`config.mk`:
```
export PLATFORM = sky130hd
export DESIGN_NAME = fetch_ifid_stage
export DESIGN_NICKNAME = d
export VERILOG_FILES = /design/src/rtl/fetch_ifid_stage.sv
export SDC_FILE = /design/constraint.sdc
export NUM_CORES = 1
export LEC_CHECK = 0
export BUFFER_PORTS_ARGS = -buffer_cell sky130_fd_sc_hd__buf_2
export CORE_ASPECT_RATIO = 0.8
export CORE_MARGIN = 5
export CORE_UTILIZATION = 39
export CTS_BUF_LIST = sky130_fd_sc_hd__clkbuf_2
export CTS_CLUSTER_DIAMETER = 80
export CTS_CLUSTER_SIZE = 10
export DETAILED_ROUTE_END_ITERATION = 10
export GPL_TIMING_DRIVEN = 0
export SYNTH_ARGS = -nofsm -noshare
export SYNTH_HDL_FRONTEND = slang
export SYNTH_SLANG_ARGS = --single-unit
```
`constraint.sdc`:
```
create_clock -name clk -period 4 [get_ports clk]
set_input_delay 0.2 -clock clk [delete_from_list [all_inputs] [get_ports clk]]
set_output_delay 0.2 -clock clk [all_outputs]
set_load 0.01 [all_outputs]
```
`src/rtl/fetch_ifid_stage.sv`:
```
// ---------------------------------------------------------------------------
// fetch_ifid_stage
//   Instruction-fetch stage and IF/ID pipeline register for a 5-stage
//   LEGv8-style pipeline. Owns the PC, drives the instruction-memory address,
//   latches the fetched word and its PC into IF/ID, and decodes the register
//   index fields used by the load-use hazard detector. Honors the hazard
//   detector's write enables, applies branch redirect/flush, and counts
//   stall cycles (saturating) for performance debug.
//
// Ports
//   clk            in   clock, all state updates on rising edge
//   reset          in   synchronous active-high reset
//   PC_WriteEn     in   1 = PC may advance, 0 = hold PC
//   IFID_WriteEn   in   1 = IF/ID may load, 0 = hold IF/ID
//   Branch_taken   in   redirect PC to Branch_target and flush IF/ID
//   Branch_target  in   redirect address (low two bits ignored)
//   IMem_addr      out  instruction-memory address (copy of PC)
//   IMem_data      in   instruction word at IMem_addr, same cycle
//   IFID_pc        out  PC of the instruction held in IF/ID
//   IFID_instr     out  instruction held in IF/ID
//   IFID_valid     out  1 = real instruction, 0 = bubble
//   IFID_rn        out  instr[9:5]   when valid, else 31
//   IFID_rm        out  instr[20:16] when valid, else 31
//   IFID_rd        out  instr[4:0]   when valid, else 31
//   Stall_count    out  cycles with PC_WriteEn=0 since reset, saturating
// ---------------------------------------------------------------------------
module fetch_ifid_stage #(
    parameter int unsigned              ADDR_WIDTH  = 64,
    parameter int unsigned              INSTR_WIDTH = 32,
    parameter logic [ADDR_WIDTH-1:0]    RESET_PC    = '0,
    parameter int unsigned              CNT_WIDTH   = 32
) (
    input  logic                    clk,
    input  logic                    reset,
    input  logic                    PC_WriteEn,
    input  logic                    IFID_WriteEn,
    input  logic                    Branch_taken,
    input  logic [ADDR_WIDTH-1:0]   Branch_target,
    output logic [ADDR_WIDTH-1:0]   IMem_addr,
    input  logic [INSTR_WIDTH-1:0]  IMem_data,
    output logic [ADDR_WIDTH-1:0]   IFID_pc,
    output logic [INSTR_WIDTH-1:0]  IFID_instr,
    output logic                    IFID_valid,
    output logic [4:0]              IFID_rn,
    output logic [4:0]              IFID_rm,
    output logic [4:0]              IFID_rd,
    output logic [CNT_WIDTH-1:0]    Stall_count
);

    localparam int unsigned REG_W   = 5;
    localparam int unsigned RD_LSB  = 0;
    localparam int unsigned RN_LSB  = 5;
    localparam int unsigned RM_LSB  = 16;
    localparam logic [REG_W-1:0]      XZR      = REG_W'(31);
    localparam logic [ADDR_WIDTH-1:0] PC_STEP  = ADDR_WIDTH'(4);
    localparam logic [ADDR_WIDTH-1:0] ALIGN_MK = ~ADDR_WIDTH'(3);
    localparam logic [CNT_WIDTH-1:0]  CNT_ONE  = CNT_WIDTH'(1);
    localparam logic [CNT_WIDTH-1:0]  CNT_MAX  = '1;

    logic [ADDR_WIDTH-1:0]  pc_q,        pc_d;
    logic [ADDR_WIDTH-1:0]  ifid_pc_q,   ifid_pc_d;
    logic [INSTR_WIDTH-1:0] ifid_instr_q, ifid_instr_d;
    logic                   ifid_valid_q, ifid_valid_d;
    logic [CNT_WIDTH-1:0]   stall_cnt_q, stall_cnt_d;

    // Next-state: branch redirect/flush beats the enables; enables act independently.
    always_comb begin
        pc_d         = pc_q;
        ifid_pc_d    = ifid_pc_q;
        ifid_instr_d = ifid_instr_q;
        ifid_valid_d = ifid_valid_q;
        stall_cnt_d  = stall_cnt_q;

        if (Branch_taken) begin
            // Word-align the redirect target.
            pc_d         = Branch_target & ALIGN_MK;
            ifid_pc_d    = '0;
            ifid_instr_d = '0;
            ifid_valid_d = 1'b0;
        end else begin
            if (PC_WriteEn) begin
                pc_d = pc_q + PC_STEP;
            end
            if (IFID_WriteEn) begin
                ifid_pc_d    = pc_q;
                ifid_instr_d = IMem_data;
                ifid_valid_d = 1'b1;
            end
        end

        // Counts every PC-hold edge, branch or not; sticks at all-ones.
        if (!PC_WriteEn && (stall_cnt_q != CNT_MAX)) begin
            stall_cnt_d = stall_cnt_q + CNT_ONE;
        end
    end

    // State registers with synchronous reset.
    always_ff @(posedge clk) begin
        if (reset) begin
            pc_q         <= RESET_PC;
            ifid_pc_q    <= '0;
            ifid_instr_q <= '0;
            ifid_valid_q <= 1'b0;
            stall_cnt_q  <= '0;
        end else begin
            pc_q         <= pc_d;
            ifid_pc_q    <= ifid_pc_d;
            ifid_instr_q <= ifid_instr_d;
            ifid_valid_q <= ifid_valid_d;
            stall_cnt_q  <= stall_cnt_d;
        end
    end

    assign IMem_addr   = pc_q;
    assign IFID_pc     = ifid_pc_q;
    assign IFID_instr  = ifid_instr_q;
    assign IFID_valid  = ifid_valid_q;
    assign Stall_count = stall_cnt_q;

    // Bubbles report XZR so the hazard detector never matches against them.
    assign IFID_rn = ifid_valid_q ? ifid_instr_q[RN_LSB +: REG_W] : XZR;
    assign IFID_rm = ifid_valid_q ? ifid_instr_q[RM_LSB +: REG_W] : XZR;
    assign IFID_rd = ifid_valid_q ? ifid_instr_q[RD_LSB +: REG_W] : XZR;

endmodule

```
[Yosys cells after proc, flatten, opt, wreduce, memory -nomap -nowiden]
Cells that the tools add are included.
Storage, ports and cells
  bits in read-only memories: 0
  memories kept: 0
  latch bits: 0
  logic and storage cells: 18
  memory bits (writable): 0
  register bits after elaboration: 193
Operators by class
  add/sub/neg operators: 2
  mux-type cells: 5
  bitwise gates (word level): 0
  multipliers: 0
  divide/modulo/power cells: 0
  order comparisons: 0
  shifts and indexed selects: 0
  reduce and logical (&&, ||, !) cells: 4
  equality and inequality tests: 1
Operators with widths (number)
  $mux 64: 2
  $add 64x3->64 const B: 1
  $add 32x1->32 const B: 1
  $ne 32x32->1 const B: 1
  $mux 5: 3
  $reduce_bool 2->1: 1
  $reduce_or 2->1: 1
  $logic_and 1x1->1: 1
  $logic_not 1->1: 1

[Longest topological paths before layout]
Gate-level depths: netlist (run 1).
  word-level depth: 3
  gate-level depth with buffers: 8
  mapped depth without buffers: 6

[Worst setup path after synthesis (run 1)]
Ideal clock, no wire load.
  path type: reg-to-reg
  from: register pc_q[17] (netlist: IMem_addr[17])
  to: register pc_q[58] (netlist: IMem_addr[58])
  cell stages (with the launch flop): 7
  path slack: 1.538 ns
  arrival: 2.371 ns
  path buffers: 1
  data required time: 3.909 ns
  path through: dfxtp_1 -> nand4_1 -> or4_1 -> buf_2 -> or3_4 -> or4_1 -> a311oi_1
On the way
  longest elaborated chain between the ends: 3
Ends and longest elaborated chain
  start: declaration: line 60  | logic [ADDR_WIDTH-1:0] pc_q, pc_d;
  start signal: assignment: line 106  | pc_q <= pc_d;
  $add 64x3->64: line 82  | pc_d = pc_q + PC_STEP;
  $mux 64: line 81  | if (PC_WriteEn) begin
  $mux 64: line 74  | if (Branch_taken) begin
Every way passes these cells. The select of a mux whose other input is x is not followed.
A chain may end at the register's enable or synchronous reset.

[Worst setup path in the final report (run 1)]
  from: register pc_q[2] (netlist: IMem_addr[2])
  to: register pc_q[63] (netlist: IMem_addr[63])
Same word-level chain as after synthesis.

==> results.py, run 1 <==
metrics = {
    "clock_tree": {
        "clkSinkCount": 189,
        "clk_pin_slew_ns": 0.31,
        "cts_buffer_depth": 2,
        "clk_latency_ns": 0.77,
        "cts_buffers": 17,
        "post_cts_buffers": 0,
        "htreeDepth": 4,
        "cts_tree": "built",
        "cts-root-buf": "clkbuf_2",
    },
    "synthesis": {
        "avgSynthCellArea_um2": 8.65,
        "synth-main-ff-cell": "dfxtp_1",
        "syn-cell-area_um2": 8880,
        "synth_seq_area_share_pct": 42.6,
        "synthDistinctLibCells": 59,
        "synthArstFlopShare_pct": 0,
        "synth_seq_cells": 189,
        "netlist_instances": 1026,
        "synth_edf_count": 0,
        "yosys_warnings": 0,
    },
    "pwr": {
        "powerDensity_nw_per_um2": 303,
        "p_sw_mw": 1.15,
        "seq_power_share_pct": 56.6,
        "intPower_mw": 2.49,
        "pwr-share-comb_pct": 14.8,
        "netSwitchingFraction_pct": 31.6,
        "clkPwrFrac_pct": 28.6,
        "p_leak_nw": 5.17,
        "fin_total_pwr_mw": 3.65,
        "peakVddDrop_mv": 0.172,
    },
    "grt": {
        "antenna_found_initial": 2,
        "grt_use_total_pct": 24.3,
        "grt_max_degree": 20,
        "grt_pass1_vias": 9001,
        "grt_pass1_wl_um": 50400,
        "grt_overflow": 0,
    },
    "floorplanning": {
        "start_util_pct": 39.6,
        "die_w_um": 179,
        "ios": 309,
        "die_h_um": 145,
        "die_area_um2": 25900,
        "num_rows": 49,
        "core-area_um2": 22400,
    },
    "timing": {
        "fin_hold_ws_ns": 0.113,
        "slew_headroom_pct": 43.9,
        "finClkSkew_ns": 0.0610,
        "setup_viol": 0,
        "finalSetupTns_ns": 0,
        "finalHoldViolations": 0,
        "slew_viol_final": 0,
        "max_freq_mhz": 283,
        "tightest_slew_ns": 0.841,
        "rsz0062_at_grt": "false",
        "final.min_clock_period_ns": 3.53,
        "layout_setup_ws_ns": 0.467,
        "timing.final.crit_share_pct": 88.3,
    },
    "placed_design": {
        "dp_hpwl_um": 24400,
        "io_buffer_count": 301,
        "pre_cts_slack_ns": 1.02,
        "routabilityCongestion": 0.924,
    },
    "detailed_routing": {
        "vias": 9350,
        "detail_route.first_pass.iterations": 5,
        "avgRoutedWirePerCell_um": 18.5,
        "postRouteWirelength_um": 32700,
        "drc": 0,
        "ant_nets": 0,
        "via_per_inst": 5.28,
        "drt_iter0_drc": 608,
    },
    "hold_path": {
        "hold_path_class": "primary input to flop",
    },
    "worst_setup_path": {
        "worstSetupPathType": "flop to flop",
        "worstPathArrival_ns": 4.21,
        "required_ns": 4.68,
        "critPathLaunchType": "flop",
        "crit_fanout": 8,
        "end_kind": "flop",
    },
    "layout": {
        "final_core_util_pct": 53.7,
        "fill_cells": 2199,
        "synthToLayoutAreaGrowth_pct": 35.7,
        "post_route_cells_drive_above_1_share_pct": 24.1,
        "final_nets": 1552,
    },
    "job": {
        "max-cap-violations": 0,
    },
    "status": {
        "status": "completed",
    },
}
[kinds of logic (layout without fill, tap and decap cells)]
group	Yosys count	in the layout	synth area share [%]
AO/OA/AOI/OAI	130	130	10.2
XOR/XNOR	40	40	3.95
adder cells (fa/ha/maj)	2	2	0.282
buffers and inverters	88	521	3.99
flip-flops	189	189	42.6
multiplexers	110	110	12.4
other	1	6	0.0422
AND/OR/NAND/NOR	466	466	26.4
[per-layer routing]
| layer | part of all wire (%) | routed length, um | track usage, % |
|---|---|---|---|
| met4 | 1.6 | 515 | 5.75 |
| met3 | 7.9 | 2600 | 5.96 |
| met5 | 0 | 0 | 0 |
| met2 | 45 | 14600 | 38.3 |
| met1 | 46 | 15000 | 33.7 |
[synthesized netlist by cell type (2+ instances only)]
cell type	number	area, um2
nand3_1	41	205
mux2_2	3	33.8
xor2_1	7	61.3
nor2_1	171	642
a211oi_1	22	165
and4_1	14	123
nand2_1	59	221
o21ai_0	18	90.1
or4_1	18	135
mux2i_1	107	1070
clkbuf_1	55	206
a2111oi_0	7	61.3
nand4_1	30	188
ha_1	2	25.0
o31a_1	5	43.8
a21oi_1	31	155
inv_1	9	33.8
a31o_2	3	26.3
nand2b_1	17	106
or3_1	19	119
and3_1	24	150
a311oi_1	11	96.3
o311ai_0	2	17.5
nor4_1	23	144
dfxtp_1	189	3780
nor3_1	25	125
and2_1	3	18.8
xnor2_1	33	289
o31ai_1	10	75.1
o41ai_1	4	35.0
nor2b_1	8	50.1
o21a_1	4	30.0
o211ai_1	5	37.5
buf_4	4	30.0
buf_1	17	63.8
or2_2	3	18.8
[power groups by stage]
stage | clock network [mW] | logic [mW] | registers, mW
after detailed placement | 0 | 0.459 | 2.09
after CTS | 1.08 | 0.542 | 2.06
final | 1.04 | 0.541 | 2.06
after global routing | 1.15 | 0.590 | 2.08
after global placement | 0 | 0.455 | 2.09
after floorplan | 0 | 0.230 | 2.09
[through the flow]
stage / cell area (um2) / cells
floorplan: 8890 / 1029
global placement: 10800 / 1636
detailed placement: 10800 / 1636
CTS: 12000 / 1768
global route: 12000 / 1770
finish: 12000 / 1770
[path summary, 6_finish.rpt]
| kind | slack (ns) | startpoint | cells after the start | end |
|---|---|---|---|---|
| worst min-delay path | 0.11 | Branch_taken | 4 | IMem_addr[47]$_SDFFE_PP0P_ |
| worst min register to register | 0.53 | Stall_count[12]$_SDFFE_PP0P_ | 2 | Stall_count[12]$_SDFFE_PP0P_ |
| worst max-delay path | 0.47 | IMem_addr[2]$_SDFFE_PP0P_ | 7 | IMem_addr[63]$_SDFFE_PP0P_ |
| worst max register to register | 0.47 | IMem_addr[2]$_SDFFE_PP0P_ | 7 | IMem_addr[63]$_SDFFE_PP0P_ |
[sequential cells by signal, indices dropped and copies added, names as in the netlist]
register,cells
IFID_instr,32
IFID_pc,62
IFID_valid,1
IMem_addr,62
Stall_count,32
[area by class of cell]
cell class	instances	area, um2	share of cell area (%)
Timing Repair Buffer	401	2510	20.8
Sequential cell	189	3780	31.4
Inverter	10	37.5	0.312
Antenna cell	2	5.00	0.0415
Buffer	78	317	2.63
Multi-Input combinational cell	752	4750	39.4
Tap cell	306	383	3.18
Clock buffer	17	85.1	0.706
Clock inverter	15	178	1.47
[worst max-delay path: stages, from the launching register on]
cell           delay (ns)
dfxtp_1              0.59
and4_1               0.23
clkbuf_1             0.33
nand4_1              0.48
nor4_1               0.76
mux2i_1              0.16
a311o_1              0.34
dlygate4sd3_1        0.57
[cells in the final DEF, fill, tap and decap left out, types with 10 or more instances in the layout]
cell type      instances
dlygate4sd3_1        100
o31ai_1               10
nand2b_1              17
mux2i_1              107
nor2_1               171
dfxtp_1              189
and4_1                14
nand4_1               30
a211oi_1              22
o21ai_0               18
or3_1                 19
xnor2_1               33
buf_2                302
clkbuf_1              55
buf_1                 17
clkbuf_2              17
nor3_1                25
a311oi_1              11
and3_1                24
or4_1                 18
nand2_1               59
a21oi_1               31
nand3_1               41
nor4_1                23
[what timing repair did]
item	4_1_cts	5_1_grt
endpoints found under the hold margin	98	0
gates resized for setup	0	0
hold buffers	100	0
(Power assumes the default switching activity.)
==> inputs of run 2 (changes only) <==
- CORE_MARGIN: 5 -> 8
- TNS_END_PERCENT: default -> 1
==> run 2 against run 1 <==
  * Cell count is essentially flat
  * Core utilization is the same
  * Register-to-register slack lost 0.03 ns
  * Clock power is essentially flat
  * Clock skew grew 0.0038 ns
  * Highest routed layer unchanged
==> results.py, run 2 (synthesized netlist as in run 1, its figures left out) <==
metrics = {
    "placed_design": {
        "io_buffer_count": 301,
        "pre_cts_slack_ns": 1.08,
        "routabilityCongestion": 0.898,
        "dp_hpwl_um": 25200,
    },
    "layout": {
        "final_cell_mix": "buf_2 (302), dfxtp_1 (189), nor2_1 (171)",
        "final_core_util_pct": 53.7,
        "fill_cells": 2193,
        "multi_input_area_um2": 4750,
        "final_common_cell": "buf_2",
        "post_route_cells_drive_above_1_share_pct": 24.1,
        "final_nets": 1552,
        "synthToLayoutAreaGrowth_pct": 35.7,
        "seq_area_um2": 3780,
    },
    "detailed_routing": {
        "drt_iter0_drc": 754,
        "vias": 9320,
        "ant_nets": 0,
        "avgRoutedWirePerCell_um": 19.1,
        "via_per_inst": 5.26,
        "detail_route.first_pass.iterations": 5,
        "postRouteWirelength_um": 33800,
        "drc": 0,
    },
    "grt": {
        "grt_overflow": 0,
        "grt_max_degree": 20,
        "antenna_found_initial": 3,
        "grt_pass1_vias": 8986,
        "grt_use_total_pct": 23.6,
        "grt_pass1_wl_um": 51700,
    },
    "timing": {
        "finalSetupTns_ns": 0,
        "tightest_slew_ns": 0.975,
        "finClkSkew_ns": 0.0649,
        "rsz0062_at_grt": "false",
        "finalHoldViolations": 0,
        "layout_setup_ws_ns": 0.436,
        "slew_headroom_pct": 35.0,
        "max_freq_mhz": 281,
        "final.min_clock_period_ns": 3.56,
        "timing.final.crit_share_pct": 89.1,
        "slew_viol_final": 0,
        "setup_viol": 0,
    },
    "worst_setup_path": {
        "end_kind": "flop",
        "required_ns": 4.66,
        "cp_slowest_stage_delay_ns": 0.73,
        "worstSetupPathType": "flop to flop",
        "critPathLaunchType": "flop",
        "worstPathArrival_ns": 4.23,
        "crit_path_cell_trace": "and4_1 -> clkbuf_1 -> nand4_1 -> nor4_1 -> mux2i_1 -> a311o_1 -> dlygate4sd3_1",
        "cp_num_buf_inv": 2,
        "critPathSlowestCell": "nor4_1",
        "crit_fanout": 9,
        "cpLargestDelayFamily": "simple AND/OR/NAND/NOR gates",
    },
    "floorplanning": {
        "num_rows": 49,
        "start_util_pct": 39.6,
        "die_h_um": 151,
        "die_area_um2": 27900,
        "core-area_um2": 22400,
        "ios": 309,
        "die_w_um": 185,
    },
    "clock_tree": {
        "cts_tree": "built",
        "clkSinkCount": 189,
        "clk_pin_slew_ns": 0.34,
        "clk_latency_ns": 0.78,
        "htreeDepth": 4,
        "cts_buffer_depth": 2,
        "cts_buffers": 17,
        "cts-root-buf": "clkbuf_2",
    },
    "hold_path": {
        "hold_path_class": "primary input to flop",
    },
    "pwr": {
        "powerDensity_nw_per_um2": 301,
        "peakVddDrop_mv": 0.201,
        "fin_total_pwr_mw": 3.63,
        "p_leak_nw": 5.16,
    },
    "status": {
        "status": "completed",
    },
    "job": {
        "max-cap-violations": 0,
    },
}
==> run 2: worst min-delay path, delay by kind of cell <==
kind,cells,cell delay [ns]
AND/OR/NAND/NOR,1,0.16
multiplexers,1,0.14
buffers and inverters,2,0.35
==> run 2: path summary, 6_finish.rpt <==
kind	startpoint	endpoint	slack, ns	depth (start not counted)
hold reg to reg	Stall_count[27]$_SDFFE_PP0P_	Stall_count[27]$_SDFFE_PP0P_	0.53	2
hold / removal	reset	Stall_count[9]$_SDFFE_PP0P_	0.1	4
setup / recovery	IMem_addr[25]$_SDFFE_PP0P_	IMem_addr[63]$_SDFFE_PP0P_	0.44	7
setup reg to reg	IMem_addr[25]$_SDFFE_PP0P_	IMem_addr[63]$_SDFFE_PP0P_	0.44	7
==> run 2: metrics by stage <==
step | cells | instance area [um2] | hold WS, ns
floorplan | 1029 | 8890 | 0.338
global placement | 1636 | 10800 | 0.428
detailed placement | 1636 | 10800 | 0.434
CTS | 1768 | 12000 | 0.0451
global route | 1771 | 12000 | 0.0755
finish | 1771 | 12000 | 0.0976
==> run 2: cell type report <==
| cell class | count | share of cell area (%) |
|---|---|---|
| Multi-Input combinational cell | 752 | 39.4 |
| Sequential cell | 189 | 31.4 |
| Timing Repair Buffer | 401 | 20.8 |
| Tap cell | 306 | 3.18 |
| Buffer | 78 | 2.63 |
| Clock inverter | 15 | 1.45 |
| Clock buffer | 17 | 0.706 |
| Inverter | 10 | 0.312 |
| Antenna cell | 3 | 0.0623 |
==> run 2: report_power, final <==
part	switching [mW]	internal (mW)
sequential	0.103	1.96
combinational	0.280	0.265
clock	0.762	0.262
==> run 2: layer usage <==
layer  track usage (%)  vias to the layer above  part of all wire (%)  routed length (um)
li1                  -                     4540                     -                   -
met1              31.5                     4390                    45               15300
met2              37.8                      364                    45               15100
met3              6.26                       26                   8.7                2930
met4              5.27                        0                   1.2                 413
met5                 0                        -                     0                   0
==> run 2: timing repair <==
item                       CTS  global route
buffers inserted             0             0
hold buffers               100             0
hold endpoints to repair    98             0
setup endpoints to repair    0             0
resized for setup            0             0
